$ cat src/rtl/bsod_mode_ctrl.sv
// BSODomizer HD control: input synchronisers and debouncers, HDMI mode FSM, lock-gated heartbeat LED.
// Optional build macro BSOD_HB_BLINK_EN: heartbeat blinks 4x faster while in BSOD.
module bsod_mode_ctrl #(
    parameter int          NUM_KEYS    = 4,
    parameter int          DB_CYCLES   = 500000,
    parameter int          HB_BIT      = 26,
    parameter int unsigned TIMEOUT_CYC = 0
) (
    input  logic                clk,
    input  logic                resetb,
    input  logic                pll_locked,
    input  logic [NUM_KEYS-1:0] key_n,
    input  logic                sw_bsod,
    output logic [NUM_KEYS-1:0] key_pulse,
    output logic                hdmi_sw,
    output logic                bsod_active,
    output logic [1:0]          mode,
    output logic                heartbeat
);
    localparam int              NI      = NUM_KEYS + 1;
    localparam int              DB_W    = (DB_CYCLES > 1) ? $clog2(DB_CYCLES) : 1;
    localparam logic [DB_W-1:0] DB_LAST = DB_W'(DB_CYCLES - 1);
    localparam logic [NI-1:0]   REL     = {1'b0, {NUM_KEYS{1'b1}}};
    localparam logic [31:0]     TO_LAST = 32'(TIMEOUT_CYC - 1);
    localparam bit              TO_EN   = (TIMEOUT_CYC != 0);

    typedef enum logic [1:0] {
        LOCKWAIT = 2'd0,
        PASS     = 2'd1,
        BSOD     = 2'd2
    } state_t;

    state_t          state;
    state_t          state_next;
    logic [NI-1:0]   in_s1;
    logic [NI-1:0]   in_s2;
    logic [NI-1:0]   db_lvl;
    logic [NI-1:0]   db_lvl_d;
    logic [DB_W-1:0] db_cnt [NI];
    logic            lock_s1;
    logic            lock_s2;
    logic            lock_d;
    logic            sw_rise;
    logic            sw_fall;
    logic            enter_req;
    logic            exit_req;
    logic            timeout_hit;
    logic [31:0]     to_cnt;
    logic [HB_BIT:0] hb_cnt;
    logic            hb_src;

    // Keys and switch share one synchroniser vector; the switch sits in the MSB.
    always_ff @(posedge clk or negedge resetb) begin
        if (!resetb) begin
            in_s1   <= REL;
            in_s2   <= REL;
            lock_s1 <= 1'b0;
            lock_s2 <= 1'b0;
            lock_d  <= 1'b0;
        end else begin
            in_s1   <= {sw_bsod, key_n};
            in_s2   <= in_s1;
            lock_s1 <= pll_locked;
            lock_s2 <= lock_s1;
            lock_d  <= lock_s2;
        end
    end

    always_ff @(posedge clk or negedge resetb) begin
        if (!resetb) begin
            db_lvl   <= REL;
            db_lvl_d <= REL;
            for (int i = 0; i < NI; i++) begin
                db_cnt[i] <= '0;
            end
        end else begin
            db_lvl_d <= db_lvl;
            for (int i = 0; i < NI; i++) begin
                if (in_s2[i] == db_lvl[i]) begin
                    db_cnt[i] <= '0;
                end else if (db_cnt[i] == DB_LAST) begin
                    db_cnt[i] <= '0;
                    db_lvl[i] <= in_s2[i];
                end else begin
                    db_cnt[i] <= db_cnt[i] + DB_W'(1);
                end
            end
        end
    end

    // Edge events are registered so key presses and switch edges reach the FSM with equal latency.
    always_ff @(posedge clk or negedge resetb) begin
        if (!resetb) begin
            key_pulse <= '0;
            sw_rise   <= 1'b0;
            sw_fall   <= 1'b0;
        end else begin
            key_pulse <= db_lvl_d[NUM_KEYS-1:0] & ~db_lvl[NUM_KEYS-1:0];
            sw_rise   <= db_lvl[NUM_KEYS] & ~db_lvl_d[NUM_KEYS];
            sw_fall   <= ~db_lvl[NUM_KEYS] & db_lvl_d[NUM_KEYS];
        end
    end

    always_ff @(posedge clk or negedge resetb) begin
        if (!resetb) begin
            state  <= LOCKWAIT;
            to_cnt <= '0;
        end else begin
            state  <= state_next;
            to_cnt <= (state == BSOD && state_next == BSOD) ? to_cnt + 32'd1 : 32'd0;
        end
    end

    assign timeout_hit = TO_EN && (to_cnt == TO_LAST);
    assign enter_req   = key_pulse[0] | sw_rise;
    assign exit_req    = key_pulse[1] | sw_fall | timeout_hit;

    // Lock loss overrides everything; in BSOD only exit matters, so exit beats enter there.
    always_comb begin
        state_next = state;
        if (!lock_s2) begin
            state_next = LOCKWAIT;
        end else begin
            unique case (state)
                LOCKWAIT: if (lock_d)    state_next = PASS;
                PASS:     if (enter_req) state_next = BSOD;
                BSOD:     if (exit_req)  state_next = PASS;
                default:                 state_next = LOCKWAIT;
            endcase
        end
    end

    assign mode        = state;
    assign hdmi_sw     = (state != BSOD);
    assign bsod_active = (state == BSOD);

`ifdef BSOD_HB_BLINK_EN
    assign hb_src = (state == BSOD) ? hb_cnt[HB_BIT-2] : hb_cnt[HB_BIT];
`else
    assign hb_src = hb_cnt[HB_BIT];
`endif

    always_ff @(posedge clk or negedge resetb) begin
        if (!resetb) begin
            hb_cnt    <= '0;
            heartbeat <= 1'b0;
        end else begin
            if (lock_s2) begin
                hb_cnt <= hb_cnt + (HB_BIT+1)'(1);
            end
            heartbeat <= hb_src;
        end
    end
endmodule

$ cat config.mk
export PLATFORM = sky130hd
export DESIGN_NAME = bsod_mode_ctrl
export DESIGN_NICKNAME = d
export VERILOG_FILES = /design/src/rtl/bsod_mode_ctrl.sv
export SDC_FILE = /design/constraint.sdc
export NUM_CORES = 1
export LEC_CHECK = 0
export CORE_MARGIN = 3
export CORE_UTILIZATION = 62
export DETAILED_ROUTE_END_ITERATION = 16
export PLACE_DENSITY = 0.9
export SLEW_MARGIN = 0
export SYNTH_ARGS = -nofsm -noshare
export SYNTH_HDL_FRONTEND = slang
export SYNTH_SLANG_ARGS = --single-unit
$ cat constraint.sdc
create_clock -name clk -period 2.9 [get_ports clk]
set_clock_uncertainty 0.05 [all_clocks]
set_input_delay 0.435 -clock clk [delete_from_list [all_inputs] [get_ports clk]]
set_output_delay 0.435 -clock clk [all_outputs]
set_load 0.05 [all_outputs]
Word level (Yosys, flattened, before mapping)
Cells that the tools add are included.
{"block": "totals", "regBits": 154, "inputBits": 8, "out_inout_bits": 9, "word_cells": 79}
{"block": "classes", "n_addsub": 6, "eq_ne": 16, "mux": 15, "bitwise": 13, "n_reduce_logical": 7}
{"cell": "19-bit 2-to-1 mux", "n": 10}
{"cell": "19-bit by 1-bit adder with 19-bit output, second input constant", "n": 5}
{"cell": "19-bit == test, second input constant", "n": 5}
{"cell": "27-bit by 1-bit adder with 27-bit output, second input constant", "n": 1}
{"cell": "2-bit AND reduction", "n": 5}
{"cell": "2-bit 2-to-1 mux", "n": 4}
{"cell": "1-bit NOT", "n": 7}
{"cell": "3-bit inequality test, second input constant", "n": 2}
{"cell": "2-bit case mux with 3 select lines", "n": 1}
{"cell": "1-bit == test", "n": 5}
{"cell": "4-bit bitwise AND", "n": 1}
{"cell": "4-bit NOT", "n": 1}
{"cell": "3-bit by 2-bit inequality test with 1-bit output, second input constant", "n": 1}
{"cell": "3-bit AND reduction", "n": 1}
{"cell": "1-bit bitwise AND", "n": 2}
{"cell": "2-bit by 1-bit == test with 1-bit output, second input constant", "n": 1}
{"cell": "2-bit == test, second input constant", "n": 1}
{"cell": "2-bit zero test", "n": 1}
{"cell": "2-bit inequality test, second input constant", "n": 1}
{"cell": "1-bit bitwise OR", "n": 2}

Depth between registers and ports, before layout
{"block": "depth", "depth_word": 4, "ltp_mapped": 7, "depth_no_buf": 5}

Worst setup path after synthesis
Ideal clock, no wire load.
{"block": "synth_timing", "path_kind": "register -> output", "startpoint": "register state[1], in the netlist mode[1]", "endpoint": "output hdmi_sw", "arrival_ps": 1973, "required_time_ps": 2415, "path_slack_ps": 442, "path_stages_with_launch": 3, "n_path_buf": 0, "path_cell_list": "dfrtp_1 -> nor2b_1 -> inv_1"}
{"block": "synth_via", "elab_chain_cells": 1}
{"element": "start, declared", "line_no": "33", "source": "state_t state;"}
{"element": "start signal, assigned", "line_no": "109", "source": "state <= state_next;"}
{"element": "2-bit inequality test", "line_no": "134", "source": "assign hdmi_sw = (state != BSOD);"}
{"element": "end, declared", "line_no": "15", "source": "output logic hdmi_sw,"}
Every way passes these cells.

Worst setup path after layout
{"block": "layout_timing", "startpoint": "register state[1], in the netlist mode[1]", "endpoint": "output bsod_active"}
{"block": "layout_via", "elab_chain_cells": 1}
{"element": "2-bit == test", "line_no": "135", "source": "assign bsod_active = (state == BSOD);"}
{"element": "end, declared", "line_no": "16", "source": "output logic bsod_active,"}
Every way passes these cells.

==> results.md <==
- Root Buffer: clkbuf_16
- Final-stage net count: 687
- Startpoint types: flop
- Mapped cell area: ~0.007 mm²
- Multi-input gate area: between 0.002 and 0.003 mm²
- Die X: 112 µm
- Post-Place Setup Slack: 0.574 ns
- DPL Wire Length: 8750 µm
- Top FF cell, synth: dfrtp_1
- Setup violators final: 0
- Post-Place Cells: 793
- Port Buffers: 16
- Setup TNS: 0 ns
- Max-cap violations: 0
- Placer Congestion: 0.931
- Overflow after GRT: 0
- Synth top area share: 49.3%
- Vias in the first global route: between 5000 and 6000
- Final period util: 82.7%
- Top cells by area, synth: dfrtp_1, xnor2_1, dfstp_2, xor2_1, nor2_1
- Row count: 38
- Commonest non-fill, non-tap cells in the layout: dfrtp_1, nor2_1, xnor2_1, xor2_1, nand3_1
- CTS tree: built
- DRT Pass-1 Iters: 4
- Post-synth cell types: between 40 and 50
- Final Critical Period: 2.40 ns
- Crit Path Max Fanout: 5
- Flops & latches, synth: 154
- Synth warn: 0
- GRT Util Overall: 22.5%
- Slew margin rel.: 57.8%
- Drt wl/cell: 15.7 µm
- Min-delay worst type: reg2reg
- PwrDens: 579 mW/mm²
- WHS Path Cells: 0
- Worst Max-Slew Pin Slew: 0.629 ns
- Initial Util: 64.1%
- Max Freq: 0.417 GHz
- Final Hold Viols: 0
- Mean Syn Cell Area: 10.8 µm²
- Worst Setup End Kind: primary output
- Fill count: roughly 700
- Largest area contributor in the netlist: dfrtp_1
- Clock Tree Buf Depth: 2
- Crit Path Category: reg2out
- Worst-Skew Late Latency: approximately 0.42 ns
- Final worst slack: 0.502 ns
- Hold slack: 0.298 ns
- Cells after Synth: 650
- Worst IR drop on VDD: 0.000514 V
- Final ANT Viol Nets: 0
- Outcome: completed
- Final non-filler cell total: ~830
- RSZ-0062 raised after global routing: no
- Global-route wire length before repair: approximately 23000 µm
- DR vias/cell: 5.99
- N_diodes: 0
- CP required: 2.41 ns
- Clock-pin slew on the worst setup and hold paths: around 0.06 ns
- Arrival @ worst endpoint: approximately 1.9 ns
- Total Wirelength: 13000 µm
- Layout cells sized above 1: 12.4%
- Total power: 4550 µW
- Lkg Pwr: 0.00323 µW
- H-tree levels: 4
- Sink Count: 154
- EDFF count, synth: 0
- FF+latch area: between 0.003 and 0.004 mm²
- Largest net degree at the start of global routing: 73
- Post-synth ARST share: 100%
- Die area: 0.0126 mm²
- Iter 0 DRT Violations: 295
- Antenna violations before repair: 0
- Slew Viols, Final: 0
- Area Overhead vs Synth: 12.1%
- IO Pins: 17
- Most common cell after layout, fill and taps aside: dfrtp_1
- R2R depth: 4
- Routed via count: 4945
- DRC errors left: 0
- Sequential area share after synthesis: a little under three fifths
- Die Ht: about 110 µm
- TritonCTS Buffers: 17
- Core area: between 0.01 and 0.015 mm²
- Syn nets: 664
synth_stat cells, types with 2 or more instances:
| library cell | number |
|---|---|
| nor3_1 | 13 |
| xnor2_1 | 54 |
| xor2_1 | 41 |
| nand2_1 | 32 |
| and2_1 | 9 |
| ha_1 | 6 |
| nand3_1 | 40 |
| a21oi_1 | 21 |
| or4_1 | 12 |
| inv_1 | 16 |
| or4_4 | 2 |
| buf_2 | 5 |
| o21ai_0 | 13 |
| buf_6 | 2 |
| and4_1 | 14 |
| dfstp_2 | 16 |
| o31ai_1 | 7 |
| and3_1 | 9 |
| or4b_1 | 2 |
| nor4_1 | 11 |
| nor2_1 | 72 |
| dfrtp_1 | 138 |
| o21ai_1 | 2 |
| or2_2 | 5 |
| nor2b_1 | 8 |
| or3_1 | 15 |
| mux2_2 | 6 |
| nand4_1 | 38 |
| nor4b_1 | 4 |
| o21ai_4 | 2 |
| nor2_2 | 10 |
| clkbuf_1 | 10 |
cell type report:
class | count | share of cell area (%)
tap | 140 | 2.23
clock inverter | 14 | 1.47
sequential | 154 | 49.3
clock buffer | 18 | 5.59
inverter | 16 | 0.765
multi-input combinational | 461 | 37.7
timing repair buffer | 23 | 2.92
metal layers:
layer	wire, µm	up-vias	global-route usage (%)
li1	-	2336	-
met1	5470	2468	27.6
met2	6750	120	37.8
met3	502	21	5.23
met4	245	0	11.1
met5	0	-	0
cells by family after synthesis:
logic type               Yosys count  share of synthesized area [%]
multiplexers                       6                          0.964
flip-flops                       154                           55.3
adder cells (fa/ha/maj)            6                           1.07
AO/OA/AOI/OAI                     50                           4.43
AND/OR/NAND/NOR                  304                           23.9
XOR/XNOR                          95                           11.9
buffers and inverters             35                           2.43
path summary, 6_finish.rpt:
| path | slack (ns) | endpoint | startpoint |
|---|---|---|---|
| worst max-delay path | 0.50 | bsod_active | mode[1] |
| worst min-delay path | 0.30 | lock_s2 | lock_s1 |
| worst max register to register | 0.57 | db_cnt[62] | db_cnt[62] |
| worst min register to register | 0.30 | lock_s2 | lock_s1 |
| max in group asynchronous | 1.51 | db_lvl[2] | resetb |
| min in group asynchronous | 0.46 | db_cnt[22] | resetb |
sequential cells by signal, indices dropped and copies added, names as in the netlist:
| name | cells |
|---|---|
| in_s1 | 5 |
| db_cnt | 95 |
| lock_d | 1 |
| db_lvl_d | 5 |
| lock_s1 | 1 |
| mode | 2 |
| heartbeat | 1 |
| db_lvl | 5 |
| key_pulse | 4 |
| lock_s2 | 1 |
| in_s2 | 5 |
| sw_fall | 1 |
| hb_cnt | 27 |
| sw_rise | 1 |
report_power, final:
| part | leakage (µW) | internal [µW] | switching, µW | total, µW |
|---|---|---|---|---|
| Combinational | 0.000907 | 84.3 | 123 | 208 |
| Clock | 0.000263 | 1130 | 910 | 2040 |
| Sequential | 0.00206 | 2230 | 70.1 | 2300 |
worst max-delay path, cell delays in order, from the launching register on:
cell and delay, ns:
dfrtp_1 0.41, nor2b_1 0.24, clkdlybuf4s50_1 0.84
timing repair:
| action | CTS | global route |
|---|---|---|
| buffers inserted | 0 | 0 |
| hold endpoints to repair | 41 | 0 |
| resized for setup | 0 | 0 |
| hold buffers | 1 | 0 |
stage by stage:
| step | util [%] | instance area [µm²] |
|---|---|---|
| 6_report | 71.8 | 7850 |
| 4_1_cts | 71.8 | 7850 |
| 5_1_grt | 71.8 | 7850 |
| 3_5_place_dp | 66.7 | 7290 |
| 2_1_floorplan | - | 7010 |
| 3_3_place_gp | 66.7 | 7290 |
Note: power is estimated with default switching activity, not from simulation.
